`src/rtl/led_frame_buffer_if.sv`:
```
// Host write port, driver request/response and swap/status signals of the LED frame buffer.
// clk/reset stay outside as plain ports.
interface led_frame_buffer_if #(
  parameter int IDX_WIDTH   = 1,
  parameter int COLOR_WIDTH = 8
);
  logic                   wr_en_in;
  logic [IDX_WIDTH-1:0]   wr_addr_in;
  logic [COLOR_WIDTH-1:0] wr_green_in;
  logic [COLOR_WIDTH-1:0] wr_red_in;
  logic [COLOR_WIDTH-1:0] wr_blue_in;
  logic                   swap_in;
  logic                   blank_in;
  logic [IDX_WIDTH-1:0]   led_index_in;
  logic                   index_valid_in;
  logic [COLOR_WIDTH-1:0] green_out;
  logic [COLOR_WIDTH-1:0] red_out;
  logic [COLOR_WIDTH-1:0] blue_out;
  logic                   color_valid_out;
  logic                   swap_pending_out;
  logic                   frame_done_out;

  modport master (
    output wr_en_in, wr_addr_in, wr_green_in, wr_red_in, wr_blue_in,
    output swap_in, blank_in, led_index_in, index_valid_in,
    input  green_out, red_out, blue_out, color_valid_out, swap_pending_out, frame_done_out
  );

  modport slave (
    input  wr_en_in, wr_addr_in, wr_green_in, wr_red_in, wr_blue_in,
    input  swap_in, blank_in, led_index_in, index_valid_in,
    output green_out, red_out, blue_out, color_valid_out, swap_pending_out, frame_done_out
  );
endinterface

```
`src/rtl/led_frame_buffer.sv`:
```
// Double-buffered pixel store feeding the LED strand driver: host writes the back bank,
// driver reads the front bank with 2-cycle latency, banks swap only on an index-0 request.
module led_frame_buffer #(
  parameter int NUM_LEDS    = 2,
  parameter int COLOR_WIDTH = 8,
  parameter int IDX_WIDTH   = (NUM_LEDS > 1) ? $clog2(NUM_LEDS) : 1
) (
  input  logic clk_in,
  input  logic rst_in,
  led_frame_buffer_if.slave bus
);

  localparam int PW = 3 * COLOR_WIDTH;
  localparam int AW = (NUM_LEDS > 1) ? $clog2(NUM_LEDS) : 1;
  localparam logic [IDX_WIDTH:0]   DEPTH    = (IDX_WIDTH+1)'(NUM_LEDS);
  localparam logic [IDX_WIDTH-1:0] LAST_IDX = IDX_WIDTH'(NUM_LEDS - 1);

  typedef enum logic {S_IDLE, S_PEND} swap_state_e;

  swap_state_e    state_q, state_d;
  logic           front_sel, swap_apply, rd_bank;
  logic           wr_ok, rd_ok, req_idx0;
  logic [PW-1:0]  bank0 [NUM_LEDS];
  logic [PW-1:0]  bank1 [NUM_LEDS];
  logic [PW-1:0]  wr_px, rd_q, px_q;
  logic           vld_s1, zero_s1, last_s1;
  logic           valid_q, done_q;

  assign wr_px    = {bus.wr_green_in, bus.wr_red_in, bus.wr_blue_in};
  assign wr_ok    = bus.wr_en_in && ({1'b0, bus.wr_addr_in} < DEPTH);
  assign rd_ok    = {1'b0, bus.led_index_in} < DEPTH;
  assign req_idx0 = bus.index_valid_in && (bus.led_index_in == '0);

  always_comb begin
    state_d    = state_q;
    swap_apply = 1'b0;
    case (state_q)
      S_IDLE: begin
        if (req_idx0 && bus.swap_in) swap_apply = 1'b1;
        else if (bus.swap_in)        state_d    = S_PEND;
      end
      S_PEND: begin
        if (req_idx0) begin
          swap_apply = 1'b1;
          state_d    = S_IDLE;
        end
      end
      default: state_d = S_IDLE;
    endcase
  end

  // The swapping request already reads the bank that is about to become front.
  assign rd_bank = front_sel ^ swap_apply;

  // Bank storage: no reset so it maps onto RAM; writes target the pre-swap back bank.
  always_ff @(posedge clk_in) begin
    if (wr_ok) begin
      if (front_sel) bank0[bus.wr_addr_in[AW-1:0]] <= wr_px;
      else           bank1[bus.wr_addr_in[AW-1:0]] <= wr_px;
    end
    if (bus.index_valid_in)
      rd_q <= rd_bank ? bank1[bus.led_index_in[AW-1:0]] : bank0[bus.led_index_in[AW-1:0]];
  end

  always_ff @(posedge clk_in or negedge rst_in) begin
    if (!rst_in) begin
      state_q   <= S_IDLE;
      front_sel <= 1'b0;
      vld_s1    <= 1'b0;
      zero_s1   <= 1'b0;
      last_s1   <= 1'b0;
      px_q      <= '0;
      valid_q   <= 1'b0;
      done_q    <= 1'b0;
    end else begin
      state_q <= state_d;
      if (swap_apply) front_sel <= ~front_sel;
      vld_s1 <= bus.index_valid_in;
      if (bus.index_valid_in) begin
        zero_s1 <= bus.blank_in || !rd_ok;
        last_s1 <= (bus.led_index_in == LAST_IDX);
      end
      done_q <= vld_s1 && last_s1;
      // A completing response wins over the invalidation from a newer request.
      if (vld_s1) begin
        valid_q <= 1'b1;
        px_q    <= zero_s1 ? '0 : rd_q;
      end else if (bus.index_valid_in) begin
        valid_q <= 1'b0;
      end
    end
  end

  assign {bus.green_out, bus.red_out, bus.blue_out} = px_q;
  assign bus.color_valid_out  = valid_q;
  assign bus.frame_done_out   = done_q;
  assign bus.swap_pending_out = (state_q == S_PEND);

endmodule

```
`src/flat_wrapper.sv`:
```
// flat-port wrapper written by rule: the top's interface ports become plain ports
module led_frame_buffer_flat 
#(
  parameter int NUM_LEDS    = 2,
  parameter int COLOR_WIDTH = 8,
  parameter int IDX_WIDTH   = (NUM_LEDS > 1) ? $clog2(NUM_LEDS) : 1
)
  (clk_in, rst_in, bus_wr_en_in, bus_wr_addr_in, bus_wr_green_in, bus_wr_red_in, bus_wr_blue_in, bus_swap_in, bus_blank_in, bus_led_index_in, bus_index_valid_in, bus_green_out, bus_red_out, bus_blue_out, bus_color_valid_out, bus_swap_pending_out, bus_frame_done_out);
  led_frame_buffer_if #(.IDX_WIDTH(IDX_WIDTH), .COLOR_WIDTH(COLOR_WIDTH)) bus_i ();
  input  logic clk_in;
  input  logic rst_in;
  input wire logic [$bits(bus_i.wr_en_in)-1:0] bus_wr_en_in;
  input wire logic [$bits(bus_i.wr_addr_in)-1:0] bus_wr_addr_in;
  input wire logic [$bits(bus_i.wr_green_in)-1:0] bus_wr_green_in;
  input wire logic [$bits(bus_i.wr_red_in)-1:0] bus_wr_red_in;
  input wire logic [$bits(bus_i.wr_blue_in)-1:0] bus_wr_blue_in;
  input wire logic [$bits(bus_i.swap_in)-1:0] bus_swap_in;
  input wire logic [$bits(bus_i.blank_in)-1:0] bus_blank_in;
  input wire logic [$bits(bus_i.led_index_in)-1:0] bus_led_index_in;
  input wire logic [$bits(bus_i.index_valid_in)-1:0] bus_index_valid_in;
  output wire logic [$bits(bus_i.green_out)-1:0] bus_green_out;
  output wire logic [$bits(bus_i.red_out)-1:0] bus_red_out;
  output wire logic [$bits(bus_i.blue_out)-1:0] bus_blue_out;
  output wire logic [$bits(bus_i.color_valid_out)-1:0] bus_color_valid_out;
  output wire logic [$bits(bus_i.swap_pending_out)-1:0] bus_swap_pending_out;
  output wire logic [$bits(bus_i.frame_done_out)-1:0] bus_frame_done_out;
  assign bus_i.wr_en_in = bus_wr_en_in;
  assign bus_i.wr_addr_in = bus_wr_addr_in;
  assign bus_i.wr_green_in = bus_wr_green_in;
  assign bus_i.wr_red_in = bus_wr_red_in;
  assign bus_i.wr_blue_in = bus_wr_blue_in;
  assign bus_i.swap_in = bus_swap_in;
  assign bus_i.blank_in = bus_blank_in;
  assign bus_i.led_index_in = bus_led_index_in;
  assign bus_i.index_valid_in = bus_index_valid_in;
  assign bus_green_out = bus_i.green_out;
  assign bus_red_out = bus_i.red_out;
  assign bus_blue_out = bus_i.blue_out;
  assign bus_color_valid_out = bus_i.color_valid_out;
  assign bus_swap_pending_out = bus_i.swap_pending_out;
  assign bus_frame_done_out = bus_i.frame_done_out;
  led_frame_buffer #(.NUM_LEDS(NUM_LEDS), .COLOR_WIDTH(COLOR_WIDTH), .IDX_WIDTH(IDX_WIDTH)) u_core (.clk_in(clk_in), .rst_in(rst_in), .bus(bus_i));
endmodule
```
`config.mk`:
```
export PLATFORM = sky130hd
export DESIGN_NAME = led_frame_buffer_flat
export DESIGN_NICKNAME = d
export VERILOG_FILES = /design/src/rtl/led_frame_buffer_if.sv /design/src/rtl/led_frame_buffer.sv /design/src/flat_wrapper.sv
export SDC_FILE = /design/constraint.sdc
export NUM_CORES = 1
export LEC_CHECK = 0
export CORE_ASPECT_RATIO = 1.4
export CORE_MARGIN = 2
export CORE_UTILIZATION = 65
export CTS_CLUSTER_DIAMETER = 30
export DETAILED_ROUTE_END_ITERATION = 16
export DONT_BUFFER_PORTS = 1
export HOLD_SLACK_MARGIN = 0.03
export PLACE_DENSITY = 0.84
export SYNTH_ARGS = -nofsm -noshare
export SYNTH_HDL_FRONTEND = slang
export SYNTH_SLANG_ARGS = --single-unit
export TNS_END_PERCENT = 50
```
`constraint.sdc`:
```
create_clock -name clk_in -period 9.35 [get_ports clk_in]
set_clock_uncertainty 0.15 [all_clocks]
set_input_delay 1.87 -clock clk_in [delete_from_list [all_inputs] [get_ports clk_in]]
set_output_delay 1.87 -clock clk_in [all_outputs]
set_load 0.05 [all_outputs]
```
==> results by group, run 1 <==
Clock tree
  • CTS max path bufs: 2
  • Post-CTS setup buffer count: 0
  • Root Driver: clkbuf_16
  • TritonCTS clock tree: built
  • Number of hold buffers added after cts: 0
  • Post-CTS sizing: 0
  • Number of H-tree levels: 4
  • Clock Latency Late Sink: 410 ps
  • Reg clk slew, reported paths: roughly 50 ps
  • CTS sink count: approximately 150
  • Inserted Clock Buffers: 17

Routing
  • DRT Wirelength: 9.867 mm
  • Via/cell ratio: 5.843
  • Antenna Nets Post-Route: 0
  • Initial DRC count: between 150 and 200
  • DRT Pass-1 Iters: 4
  • DRC: 0
  • DR WL/cell: 19.62 microns
  • Via count: 2939

Setup path
  • Critical path arrival: 3180 ps
  • CP Launch Type: primary input
  • Critical-path cell list: nand2b_1, or3_4, and3_1, o31a_1
  • Crit path max-delay cell type: or3_4
  • Flop2flop setup slack: around 7000 ps
  • FF-to-FF path depth: 2
  • Crit-path max FO: 50
  • R2r endpoint: u_core.bank0[1][19]$_DFFE_PP_
  • WP buf/inv: 0
  • Worst path max stage delay: between 500 and 600 ps
  • Worst Path Required: roughly 9400 ps
  • Crit-path leading delay family: simple AND/OR/NAND/NOR gates
  • Critical Path Sink Type: register
  • Crit Path Category: in2reg
  • Reg2reg start: u_core.front_sel$_DFFE_PN0P_

Yosys
  • Post-Syn Nets: about 420
  • Yosys reg bits: roughly 150
  • Register area share after synthesis: 74.60%
  • Most used flip-flop cell after synthesis: edfxtp_1
  • Ys async rst share: 20.53%
  • Mapped Area: about 0.0059 sq mm
  • Yosys warning count: 0
  • EDFF count, synth: between 100 and 150
  • Mapped Cells: 384
  • Area share of the leading cell type in the synthesized netlist: approximately three fifths
  • Synth unique cells: 23
  • Syn_area_per_cell: between 15 and 20 sq um
  • Area contributors post-synth: edfxtp_1 61%, dfrtp_1 13%, mux2i_1 4.1%
  • Largest area contributor in the netlist: edfxtp_1

STA
  • Fmax: 315.3 MHz
  • Slew headroom: 16.36%
  • Final setup violation count: 0
  • Hold Vio Cnt, Final: 0
  • Slew @ Worst Pin: 1255 ps
  • Slew Viols, Final: 0
  • Min Tclk post-route: 3172 ps
  • Crit share post-route: 33.92%
  • Setup TNS: 0 ps
  • RSZ-0062 raised after global routing: false

Finish
  • Layout filler cell count: 528
  • Final nets: 415
  • Most frequent cells in the layout: 120 x edfxtp_1, 31 x dfrtp_1, 26 x nand2_1
  • Final std cells w/o fill: roughly 500
  • Layout cell share with drive strength beyond 1: under 10%
  • Fin util: between 70% and 80%
  • Area growth, synth to finish: 10.72%
  • Leading cell type in the layout, fill and taps excluded: edfxtp_1
  • Antenna cell count: 0

Hold path
  • Worst hold endpoint: u_core.px_q[5]$_DFFE_PN0P_
  • Worst min path class: reg2reg
  • Worst hold path stage count: 2
  • Hold Startpoint: u_core.rd_q[5]$_DFFE_PP_

GRT
  • Initial antenna violation count: 1
  • First-pass GRT wire length: 15.73 mm
  • All-Layer GR Usage: 21.68%
  • Vias in the first global route: 3111
  • Total congestion overflow: 0
  • Largest net degree at the start of global routing: 51

Run status
  • Outcome: completed

Die
  • Die H: 116.4 microns
  • Core Area: 0.008875 sq mm
  • Die X: 84.32 microns
  • Die area: 0.009819 sq mm
  • FP Rows: 41
  • Ports: between 50 and 60
  • Initial Utilization: 66.15%

Placement
  • Inst Count DP: 471
  • HPWL after DPL: 5.743 mm
  • Final GP Congestion: 0.7321
  • Port buffer count: 0

Pwr
  • PwrDens: 257.2 mW/mm^2
  • Lkg Pwr: 2.422 nW
  • VDD IR-drop max: 0.1916 mV

Flow run
  • Max capacitance violation total: 0
-- how the worst max path moves through the flow --
stage | from | end | slack (ps) | cells past startpoint
floorplan | bus_wr_addr_in | u_core.bank1[0][0]$_DFFE_PP_ | 5080 | 1
global placement | bus_led_index_in | u_core.rd_q[19]$_DFFE_PP_ | 5840 | 4
detailed placement | bus_led_index_in | u_core.rd_q[18]$_DFFE_PP_ | 5770 | 4
CTS | bus_led_index_in | u_core.rd_q[19]$_DFFE_PP_ | 6210 | 4
global route | bus_led_index_in | u_core.rd_q[18]$_DFFE_PP_ | 6130 | 4
finish | bus_led_index_in | u_core.rd_q[18]$_DFFE_PP_ | 6180 | 4
-- cell usage after synthesis (2+ instances only) --
library cell	count
buf_6	3
clkbuf_1	15
mux2i_1	24
edfxtp_1	120
inv_1	25
nand2_1	26
buf_2	6
nand3b_1	24
and3_1	25
mux2_2	2
o31a_1	24
a21boi_1	24
nor2_1	2
o21ai_1	25
dfrtp_1	31
-- area by class of cell --
type	count	area, sq um	area share, %
Clock buffer	20	436.7	6.718
Clock inverter	12	133.9	2.060
Inverter	25	93.84	1.444
Multi-Input combinational cell	183	1285	19.77
Sequential cell	151	4379	67.37
Tap cell	107	133.9	2.060
Timing Repair Buffer	5	37.54	0.5775
-- flip-flops by register name, indices dropped and copies added (netlist names) --
| register | count |
|---|---|
| u_core.vld_s1 | 1 |
| u_core.bus.frame_done_out | 1 |
| u_core.bus.color_valid_out | 1 |
| u_core.px_q | 24 |
| u_core.bank1 | 48 |
| u_core.bus.swap_pending_out | 1 |
| u_core.front_sel | 1 |
| u_core.rd_q | 24 |
| u_core.zero_s1 | 1 |
| u_core.last_s1 | 1 |
| u_core.bank0 | 48 |
-- logic make-up (layout without fill, tap and decap cells) --
logic type | count (synthesis) | count (layout) | share of synthesized area (%)
and+or+nand+nor | 83 | 83 | 8.312
muxes | 26 | 26 | 4.476
AOI/OAI and AO/OA | 74 | 74 | 8.909
buffers and inverters | 50 | 62 | 3.708
DFF | 151 | 151 | 74.60
-- where the power goes --
part	internal, mW	switching [mW]	total, mW	leakage (nW)
sequential	0.792	0.0736	0.866	1.51
combinational	0.0637	0.0847	0.148	0.635
clock	0.414	0.244	0.658	0.280
total	1.27	0.403	1.67	2.42
-- metal layers --
layer	routed length, microns	track usage, %
met5	13	0
met4	184	8.817
met1	4070	25.86
met3	648	9.117
met2	4949	35.29
-- worst min-delay path, cell delays in order, from the launching register on --
cell      delay (ps)
edfxtp_1         320
nand3b_1          70
o21ai_1           60
-- metrics by stage --
stage	setup WS (ps)	hold slack, ps	cell area, sq um	total power, mW
floorplan	5082	299.4	5871	0.9947
global placement	5837	325.1	5929	1.016
detailed placement	5771	318.9	5929	1.027
CTS	6209	338.2	6500	1.681
global route	6133	359.8	6500	1.729
finish	6178	335.6	6500	1.672
Power figures use the tool's default switching activity.
==> inputs of run 2 (changes only) <==
- CORE_UTILIZATION: 65 -> 56
- PLACE_DENSITY: 0.84 -> 0.77
- clock period: 9.35 -> 2.8 ns (I/O delays scaled with it)
==> run 2 against run 1 <==
  * Sequential power grew to 3.3 times the previous value
  * Critical path depth rose by 1
  * Routed wire length fell by 1.7%
  * Worst setup slack got worse by 5500 ps
  * Combinational power grew to 3.6 times the previous value
  * Sequential share of layout area is 1.4 points lower
  * Cell area increased by 2.2%
  * Via count increased by 1.7%
  * Clock power increased to 3.4 times the previous value
  * Global-route usage decreased by 3.5 points
  * Worst hold slack got worse by 250 ps
  * Largest cell class unchanged
  * Highest routed layer is now met4
==> results by group, run 2 (synthesized netlist as in run 1, its figures left out) <==
Pwr
  • P_sw: approximately 1.4 mW
  • Lkg Pwr: 2.480 nW
  • Gate power share: 9.4%
  • Int Pwr: 4.278 mW
  • VDD IR-drop max: roughly 0.56 mV
  • PwrDens: ~850 mW/mm^2
  • Clk pwr share: 39.6%
  • Sw Ratio: 24.13%
  • Reg power frac: 51.0%

Setup path
  • Crit Path Category: reg2reg
  • R2r endpoint: u_core.rd_q[9]$_DFFE_PP_
  • FF-to-FF path depth: 5
  • Worst Path Required: 2810 ps
  • Critical Path Sink Type: register
  • Crit-path max FO: 49
  • Reg2reg start: u_core.front_sel$_DFFE_PN0P_
  • CP Launch Type: register
  • Flop2flop setup slack: 630 ps
  • Critical path arrival: 2180 ps

Clock tree
  • TritonCTS clock tree: built
  • Root Driver: clkbuf_16
  • Clock Latency Late Sink: 420 ps
  • CTS sink count: 151
  • Inserted Clock Buffers: 17
  • Reg clk slew, reported paths: 60 ps
  • Number of H-tree levels: 4
  • CTS max path bufs: 2

Die
  • Die X: 90.54 microns
  • Ports: 59
  • Initial Utilization: 57.02%
  • Core Area: 0.01029 sq mm
  • Die H: 125.1 microns
  • FP Rows: 44
  • Die area: 0.01133 sq mm

Routing
  • Met3 Wirelength: 697 microns
  • Wire length on met2: 4.989 mm
  • Met1 Wirelength: 3.826 mm
  • DR WL/cell: roughly 18 microns
  • DRT Wirelength: 9.698 mm
  • Initial DRC count: 175
  • DRT Pass-1 Iters: 4
  • Antenna Nets Post-Route: 0
  • Via count: between 2000 and 3000
  • Via/cell ratio: 5.533
  • DRC: 0
  • Max layer used: met4

Placement
  • Final GP Congestion: 0.7979
  • Port buffer count: 0
  • HPWL after DPL: 5.789 mm

STA
  • Setup TNS: 0 ps
  • Min Tclk post-route: 2166 ps
  • Hold slack: roughly 86 ps
  • Crit share post-route: 77.36%
  • Slew Viols, Final: 0
  • Slew @ Worst Pin: 529.8 ps
  • Fmax: about 460 MHz
  • RSZ-0062 raised after global routing: false
  • Hold Vio Cnt, Final: 0
  • Slew headroom: 64.68%
  • Final setup violation count: 0

GRT
  • Largest net degree at the start of global routing: 51
  • Vias in the first global route: roughly 3100
  • First-pass GRT wire length: approximately 16 mm
  • Initial antenna violation count: 0
  • All-Layer GR Usage: 18.20%
  • Total congestion overflow: 0

Hold path
  • Hold Startpoint: bus_wr_blue_in[6]
  • Worst min path class: in2reg
  • Worst hold endpoint: u_core.bank1[1][6]$_DFFE_PP_
  • Worst hold path stage count: 0

Finish
  • Final nets: about 420
  • Antenna cell count: 0
  • Most frequent cells in the layout: 120 x edfxtp_1, 31 x dfrtp_1, 26 x nand2_1
  • Layout cell share with drive strength beyond 1: 10.95%
  • Area growth, synth to finish: 13.15%
  • Register area: approximately 0.0044 sq mm
  • Leading cell type in the layout, fill and taps excluded: edfxtp_1
  • Layout filler cell count: 724
  • Area of the multi-input gates: approximately 0.0013 sq mm

Run status
  • Outcome: completed

Flow run
  • Max capacitance violation total: 0
-- run 2: per-layer routing --
metal  global-route usage (%)  vias to the layer above
met3                    7.229                       13
met2                    29.81                       95
met5                        0                        -
met4                    8.145                        0
li1                         -                     1429
met1                    21.18                     1451
-- run 2: critical path, cell delays in order, from the launching register on --
cell	delay, ps
dfrtp_1	350
buf_4	450
o21ai_2	110
buf_4	290
and3_1	240
o31a_1	290
-- run 2: how the worst max path moves through the flow --
stage,from,cells past startpoint,slack [ps],end
after floorplan,u_core.front_sel$_DFFE_PN0P_,4,300,u_core.bank0[0][0]$_DFFE_PP_
after global placement,bus_led_index_in,4,570,u_core.rd_q[18]$_DFFE_PP_
after detailed placement,bus_led_index_in,4,520,u_core.rd_q[18]$_DFFE_PP_
after CTS,u_core.front_sel$_DFFE_PN0P_,5,630,u_core.rd_q[18]$_DFFE_PP_
after global routing,u_core.front_sel$_DFFE_PN0P_,5,550,u_core.rd_q[18]$_DFFE_PP_
final,u_core.front_sel$_DFFE_PN0P_,5,630,u_core.rd_q[9]$_DFFE_PP_
-- run 2: area by class of cell --
class                      instances  share of cell area [%]
inverter                          25                   1.413
tap                              138                   2.599
multi-input combinational        183                   19.44
clock inverter                     4                  0.3767
sequential                       151                   65.93
clock buffer                      28                   8.740
timing repair buffer              11                   1.507
-- run 2: metrics by stage --
stage	setup slack, ps	utilization [%]	power [mW]	instances	area, sq um
finish	634.1	64.52	5.639	540	6643
global route	547.2	64.52	5.829	540	6643
CTS	631.8	64.52	5.664	540	6643
detailed placement	521.1	58.25	3.438	505	5997
global placement	567.5	58.25	3.405	505	5997
floorplan	302.4	-	3.322	384	5876
-- run 2: power by group through the flow --
stage	clock network (mW)	logic, mW	registers (mW)
2_1_floorplan	0	0.422	2.90
3_3_place_gp	0	0.487	2.92
3_5_place_dp	0	0.514	2.92
4_1_cts	2.25	0.534	2.88
5_1_grt	2.35	0.585	2.90
6_report	2.23	0.530	2.88
-- run 2: repair_timing --
action,CTS,global route
setup endpoints to repair,0,0
resized for setup,0,0
hold buffers,3,0
buffers inserted,0,0
endpoints found under the hold margin,32,0
